[src/rtl/msg_filter_pkg.sv]
// msg_filter_pkg -- shared types and constants for the msg_filter block.
//   state_e   : packet-tracking FSM state (IDLE between packets, PASS, DROP)
//   CNT_W_DEF : default statistics counter width
package msg_filter_pkg;

  localparam int CNT_W_DEF = 32;

  typedef enum logic [1:0] {
    ST_IDLE = 2'd0,
    ST_PASS = 2'd1,
    ST_DROP = 2'd2
  } state_e;

endpackage

[src/rtl/msg_filter_if.sv]
// avalon_st_if -- Avalon-ST style packet stream (valid/ready handshake).
//   valid, data, empty, sop, eop : source -> sink
//   ready                        : sink -> source
// Modports: master (source side), slave (sink side).
interface avalon_st_if #(
  parameter int DATA_W  = 64,
  parameter int EMPTY_W = 3
) ();

  logic               valid;
  logic               ready;
  logic [DATA_W-1:0]  data;
  logic [EMPTY_W-1:0] empty;
  logic               sop;
  logic               eop;

  modport master (output valid, data, empty, sop, eop, input ready);
  modport slave  (input valid, data, empty, sop, eop, output ready);

endinterface

[src/rtl/msg_filter_sat_cnt.sv]
// msg_filter_sat_cnt -- saturating up-counter with synchronous clear.
//   clk, rst_n : clock, asynchronous active-low reset
//   inc        : add one (ignored once the counter is all ones)
//   clr        : synchronous clear, wins over inc
//   cnt        : current count
module msg_filter_sat_cnt #(
  parameter int CNT_W = 32
) (
  input  logic             clk,
  input  logic             rst_n,
  input  logic             inc,
  input  logic             clr,
  output logic [CNT_W-1:0] cnt
);

  always_ff @(posedge clk or negedge rst_n) begin
    if (!rst_n)                  cnt <= '0;
    else if (clr)                cnt <= '0;
    else if (inc && (cnt != '1)) cnt <= cnt + 1'b1;
  end

endmodule

[src/rtl/msg_filter.sv]
// msg_filter -- drops or passes whole packets of an Avalon-ST stream.
// A drop request sampled on each accepted sop decides the fate of that
// packet. Beats arriving outside a packet (orphans) are discarded.
// Forwarded beats are registered (1 cycle latency); discarded beats never
// stall the input.
//   clk, rst_n      : clock, asynchronous active-low reset
//   drop            : drop request, sampled on an accepted sop beat only
//   msg_in          : input stream (slave)
//   msg_out         : filtered output stream (master)
//   drop_indication : high while dropping (incl. the deciding sop cycle)
//   stats_clr       : synchronous clear of all statistics counters
//   pass_cnt, drop_cnt, orphan_cnt, restart_cnt : saturating statistics
// Build option: define MSG_FILTER_STATS_EN to build the statistics
// counters; otherwise the counter ports read 0 and stats_clr is ignored.
module msg_filter
  import msg_filter_pkg::*;
#(
  parameter int DATA_W  = 64,
  parameter int EMPTY_W = 3,
  parameter int CNT_W   = CNT_W_DEF
) (
  input  logic             clk,
  input  logic             rst_n,
  input  logic             drop,
  avalon_st_if.slave       msg_in,
  avalon_st_if.master      msg_out,
  output logic             drop_indication,
  input  logic             stats_clr,
  output logic [CNT_W-1:0] pass_cnt,
  output logic [CNT_W-1:0] drop_cnt,
  output logic [CNT_W-1:0] orphan_cnt,
  output logic [CNT_W-1:0] restart_cnt
);

  state_e             state_q;
  logic               out_valid_q;
  logic [DATA_W-1:0]  out_data_q;
  logic [EMPTY_W-1:0] out_empty_q;
  logic               out_sop_q;
  logic               out_eop_q;

  logic acc;   // beat accepted this cycle
  logic disc;  // beat is being discarded
  logic fwd;   // beat is accepted and forwarded

  // A sop decides its own fate from drop; any other beat follows the
  // current packet, and outside a packet (IDLE) it is an orphan.
  assign disc = msg_in.valid & (msg_in.sop ? drop : (state_q != ST_PASS));
  // Discarded beats never touch the output register, so they never stall.
  assign msg_in.ready = ~out_valid_q | msg_out.ready | disc;
  assign acc = msg_in.valid & msg_in.ready;
  assign fwd = acc & ~disc;

  assign drop_indication = (state_q == ST_DROP) | (acc & msg_in.sop & drop);

  assign msg_out.valid = out_valid_q;
  assign msg_out.data  = out_data_q;
  assign msg_out.empty = out_empty_q;
  assign msg_out.sop   = out_sop_q;
  assign msg_out.eop   = out_eop_q;

  // NOTE: sequential state uses non-blocking assignments so every flop
  // samples pre-edge values regardless of statement order.
  always_ff @(posedge clk or negedge rst_n) begin
    if (!rst_n) begin
      state_q     <= ST_IDLE;
      out_valid_q <= 1'b0;
      out_data_q  <= '0;
      out_empty_q <= '0;
      out_sop_q   <= 1'b0;
      out_eop_q   <= 1'b0;
    end else begin
      if (acc) begin
        if (msg_in.sop) begin
          // A new sop restarts the decision even mid-packet; a single-beat
          // packet leaves us back in IDLE.
          if (msg_in.eop) state_q <= ST_IDLE;
          else            state_q <= drop ? ST_DROP : ST_PASS;
        end else if (msg_in.eop) begin
          state_q <= ST_IDLE;
        end
      end

      // fwd implies the register was empty or being drained this cycle.
      if (fwd) begin
        out_valid_q <= 1'b1;
        out_data_q  <= msg_in.data;
        out_empty_q <= msg_in.empty;
        out_sop_q   <= msg_in.sop;
        out_eop_q   <= msg_in.eop;
      end else if (msg_out.ready) begin
        out_valid_q <= 1'b0;
      end
    end
  end

`ifdef MSG_FILTER_STATS_EN
  logic pass_inc, drop_inc, orphan_inc, restart_inc;

  assign pass_inc    = fwd & msg_in.eop;
  // Only eops of packets dropped on request count; orphan eops do not.
  assign drop_inc    = acc & msg_in.eop &
                       (msg_in.sop ? drop : (state_q == ST_DROP));
  assign orphan_inc  = acc & ~msg_in.sop & (state_q == ST_IDLE);
  assign restart_inc = acc & msg_in.sop & (state_q != ST_IDLE);

  msg_filter_sat_cnt #(.CNT_W(CNT_W)) u_pass_cnt (
    .clk(clk), .rst_n(rst_n), .inc(pass_inc), .clr(stats_clr), .cnt(pass_cnt)
  );
  msg_filter_sat_cnt #(.CNT_W(CNT_W)) u_drop_cnt (
    .clk(clk), .rst_n(rst_n), .inc(drop_inc), .clr(stats_clr), .cnt(drop_cnt)
  );
  msg_filter_sat_cnt #(.CNT_W(CNT_W)) u_orphan_cnt (
    .clk(clk), .rst_n(rst_n), .inc(orphan_inc), .clr(stats_clr), .cnt(orphan_cnt)
  );
  msg_filter_sat_cnt #(.CNT_W(CNT_W)) u_restart_cnt (
    .clk(clk), .rst_n(rst_n), .inc(restart_inc), .clr(stats_clr), .cnt(restart_cnt)
  );
`else
  logic unused_stats_clr;
  assign unused_stats_clr = stats_clr;

  assign pass_cnt    = '0;
  assign drop_cnt    = '0;
  assign orphan_cnt  = '0;
  assign restart_cnt = '0;
`endif

endmodule

[src/flat_wrapper.sv]
// flat-port wrapper written by rule: the top's interface ports become plain ports
module msg_filter_flat import msg_filter_pkg::*;
#(
  parameter int DATA_W  = 64,
  parameter int EMPTY_W = 3,
  parameter int CNT_W   = CNT_W_DEF
)
  (clk, rst_n, drop, drop_indication, stats_clr, pass_cnt, drop_cnt, orphan_cnt, restart_cnt, msg_in_valid, msg_in_data, msg_in_empty, msg_in_sop, msg_in_eop, msg_in_ready, msg_out_valid, msg_out_data, msg_out_empty, msg_out_sop, msg_out_eop, msg_out_ready);
  avalon_st_if #(.DATA_W(DATA_W), .EMPTY_W(EMPTY_W)) msg_in_i ();
  avalon_st_if #(.DATA_W(DATA_W), .EMPTY_W(EMPTY_W)) msg_out_i ();
  input  logic clk;
  input  logic rst_n;
  input  logic drop;
  output logic drop_indication;
  input  logic stats_clr;
  output logic [CNT_W-1:0] pass_cnt;
  output logic [CNT_W-1:0] drop_cnt;
  output logic [CNT_W-1:0] orphan_cnt;
  output logic [CNT_W-1:0] restart_cnt;
  input wire logic [$bits(msg_in_i.valid)-1:0] msg_in_valid;
  input wire logic [$bits(msg_in_i.data)-1:0] msg_in_data;
  input wire logic [$bits(msg_in_i.empty)-1:0] msg_in_empty;
  input wire logic [$bits(msg_in_i.sop)-1:0] msg_in_sop;
  input wire logic [$bits(msg_in_i.eop)-1:0] msg_in_eop;
  output wire logic [$bits(msg_in_i.ready)-1:0] msg_in_ready;
  output wire logic [$bits(msg_out_i.valid)-1:0] msg_out_valid;
  output wire logic [$bits(msg_out_i.data)-1:0] msg_out_data;
  output wire logic [$bits(msg_out_i.empty)-1:0] msg_out_empty;
  output wire logic [$bits(msg_out_i.sop)-1:0] msg_out_sop;
  output wire logic [$bits(msg_out_i.eop)-1:0] msg_out_eop;
  input wire logic [$bits(msg_out_i.ready)-1:0] msg_out_ready;
  assign msg_in_i.valid = msg_in_valid;
  assign msg_in_i.data = msg_in_data;
  assign msg_in_i.empty = msg_in_empty;
  assign msg_in_i.sop = msg_in_sop;
  assign msg_in_i.eop = msg_in_eop;
  assign msg_in_ready = msg_in_i.ready;
  assign msg_out_valid = msg_out_i.valid;
  assign msg_out_data = msg_out_i.data;
  assign msg_out_empty = msg_out_i.empty;
  assign msg_out_sop = msg_out_i.sop;
  assign msg_out_eop = msg_out_i.eop;
  assign msg_out_i.ready = msg_out_ready;
  msg_filter #(.DATA_W(DATA_W), .EMPTY_W(EMPTY_W), .CNT_W(CNT_W)) u_core (.clk(clk), .rst_n(rst_n), .drop(drop), .msg_in(msg_in_i), .msg_out(msg_out_i), .drop_indication(drop_indication), .stats_clr(stats_clr), .pass_cnt(pass_cnt), .drop_cnt(drop_cnt), .orphan_cnt(orphan_cnt), .restart_cnt(restart_cnt));
endmodule
[config.mk]
export PLATFORM = sky130hd
export DESIGN_NAME = msg_filter_flat
export DESIGN_NICKNAME = d
export VERILOG_FILES = /design/src/rtl/msg_filter_pkg.sv /design/src/rtl/msg_filter_if.sv /design/src/rtl/msg_filter_sat_cnt.sv /design/src/rtl/msg_filter.sv /design/src/flat_wrapper.sv
export SDC_FILE = /design/constraint.sdc
export NUM_CORES = 1
export LEC_CHECK = 0
export CAP_MARGIN = 20
export CORE_MARGIN = 5
export CORE_UTILIZATION = 35
export DETAILED_ROUTE_END_ITERATION = 8
export PLACE_DENSITY = 0.82
export SLEW_MARGIN = 20
export SYNTH_ARGS = -nofsm -noshare
export SYNTH_HDL_FRONTEND = slang
export SYNTH_SLANG_ARGS = --single-unit
[constraint.sdc]
create_clock -name clk -period 1.8 [get_ports clk]
set_input_delay 0.18 -clock clk [delete_from_list [all_inputs] [get_ports clk]]
set_output_delay 0.18 -clock clk [all_outputs]
set_load 0.005 [all_outputs]
==> key figures <==
Detailed routing
  – Final wirelength: 8140 µm
  – Routed len/inst: 13.7 µm
  – Total number of vias: 2,299
  – Final ANT Viol Nets: 0
  – DRC violations left: 0
  – DR iter-0 viols: 45
  – Vias/cell: 3.87
  – DRT Pass-1 Iters: 4

Clock network
  – Clk pin slew, worst setup/hold paths: 0.08 ns
  – # H-tree levels: 3
  – CTS Buffer Depth: 2
  – CTS sink cnt: 72
  – Inserted Clock Buffers: 9
  – Worst skew pair latency: 0.34 ns
  – Clock root buffer: clkbuf_8
  – CTS tree: yes

Die
  – IO Count: 275
  – Site Rows: 37
  – Die Y: 113 µm
  – Initial Util: 35.9%
  – DIE AREA: 12,800 µm²
  – Die W: 113 µm
  – Core Area: 10,400 µm²

Global route
  – Total GRT Usage: 12.0%
  – Initial antenna violation count: 0
  – Number of global-route vias before repair: 2,422
  – Global-route wire length before repair: 12,100 µm
  – Global route overflow: 0
  – Largest net degree at the start of global routing: 73

Yosys
  – Mapped Cells: 294
  – Seq/Total Area, Yosys: 48.4%
  – Count leader, synth: buf_4
  – Unique masters post-synth: 22
  – Most instantiated cells after synthesis: 128 x buf_4, 72 x dfrtp_1, 59 x mux2_2
  – Share of Yosys cell area claimed by the top area cell type: 48.4%
  – Number of flops mapped to enable cells by yosys: 0
  – Synth Warn #: 0
  – Synth Register Bits: 72
  – Async S/R FF share, synth: 100%
  – Netlist Area Pre-Place: 3730 µm²
  – Synth Area per Inst: 12.7 µm²
  – Synth area leader: dfrtp_1
  – Synth Flop Type: dfrtp_1
  – Synth area leaders: dfrtp_1 48%, buf_4 26%, mux2_2 18%

Worst setup path
  – Crit-path cells: nor3b_4, o31ai_1, dlygate4sd2_1
  – Max incr delay on CP: 0.43 ns
  – Worst path top cell family by delay: flip-flops
  – Worst EP required: 1.62 ns
  – Max FO, Critical Path: 4
  – Worst Setup End Kind: output port
  – Critical Path Source Type: flip-flop
  – Buf+Inv Stages, Crit Path: 1
  – Setup CP Type: flip-flop to output port
  – CP arrival: 1.47 ns
  – Slowest-stage cell, CP: dfrtp_1

Placement
  – Dpl cell area: 4910 µm²
  – Worst slack at placement: -0.133 ns
  – Port bufs: 145
  – Post-DP HPWL: 6490 µm
  – GP Congestion: 0.715

Cells and area
  – Share of cells above drive strength 1: 18.6%
  – Post-layout util: 49.2%
  – Filler Cell Count: 929
  – Syn-to-layout area delta: 36.9%
  – Finished layout cell area: 5100 µm²
  – N_diodes: 0
  – Final layout net count: 528

Timing
  – Final Critical Period: 1.65 ns
  – Fin. Hold Viols: 0
  – Fin crit share: 91.7%
  – Skew final: 0.00967 ns
  – Pins Over Slew Limit: 0
  – Fmax: 0.606 GHz
  – RSZ-0062 raised after global routing: false
  – Fin worst setup slack: 0.149 ns
  – Setup violations, final: 0

Power
  – Max VDD drop: 0.651 mV
  – Leakage: 2.33 nW
  – Power density over the cells: 1020 nW/µm²

Run status
  – Outcome: finished, final reports clean

Run
  – Max-cap violations: 0

Min path
  – Hold Path Class: input port to asynchronous set/reset pin
[power breakdown]
part,switching [mW],total [mW],internal (mW)
logic,0.538,1.72,1.18
clock network,0.577,1.22,0.641
registers,0.219,2.26,2.04
[registers in the layout, indices dropped and copies added (netlist names)]
name / count
u_core.state_q: 2
u_core.msg_out.eop: 1
u_core.msg_out.valid: 1
u_core.msg_out.sop: 1
u_core.msg_out.data: 64
u_core.msg_out.empty: 3
[logic make-up after synthesis]
kind of cell | share of synthesized area [%]
other | 0.101
and+or+nand+nor | 1.58
buffers and inverters | 27.3
AOI/OAI and AO/OA | 2.15
DFF | 48.4
muxes | 20.6
[layout make-up]
cell class              instances  area, µm²  area share [%]
clock buffers                  13        139            2.72
clock inverters                 3       42.5           0.834
inverters                       2       7.51           0.147
multi-input cells             212       1390            27.2
flip-flops and latches         72       1800            35.3
well taps                     136        170            3.34
repair buffers                156       1550            30.5
[routing by layer]
metal	global-route usage, %	part of all wire (%)	vias to the layer above
met5	0	0	-
met4	4.81	1.5	0
met3	7.70	17	12
met2	21.2	51	162
met1	11.0	30	1093
li1	-	-	1032
[worst paths after layout]
path / from / endpoint / slack (ns) / depth (start not counted)
setup / recovery: u_core.state_q[1] / msg_in_ready / 0.15 / 3
hold / removal: rst_n / u_core.msg_out.data[12] / 0.41 / 3
setup reg to reg: u_core.state_q[0] / u_core.msg_out.data[6] / 0.20 / 4
hold reg to reg: u_core.msg_out.data[43] / u_core.msg_out.data[43] / 0.49 / 1
max in group asynchronous: rst_n / u_core.msg_out.empty[1] / 1.08 / 3
min in group clk: msg_in_data[38] / u_core.msg_out.data[38] / 0.43 / 2
[tightest hold or removal path: cells and delay by family]
kind | cells | cell delay [ns]
buffers and inverters | 3 | 0.98
[layout by cell type, fill, tap and decap left out, types with 2 or more instances in the layout]
cell type,n
clkdlybuf4s50_1,142
buf_12,2
dfrtp_1,72
inv_1,2
o21ai_0,3
clkbuf_8,9
dlygate4sd2_1,2
mux2_1,9
conb_1,128
buf_4,8
mux2_2,59
clkbuf_1,4
[timing repair]
item,4_1_cts,5_1_grt
hold endpoints to repair,72,0
endpoints found under the setup margin,2,0
resized for setup,2,0
buffers inserted,0,0
hold buffers,1,0
[metrics by stage]
stage	hold slack, ns	setup TNS, ns	power, mW	instances
2_1_floorplan	-0.116	0	3.00	421
3_3_place_gp	0.239	-4.53	3.96	577
3_5_place_dp	0.239	-7.32	4.03	577
4_1_cts	0.395	0	5.27	594
5_1_grt	0.422	0	5.51	594
6_report	0.405	0	5.19	594
Power figures use the tool's default switching activity.
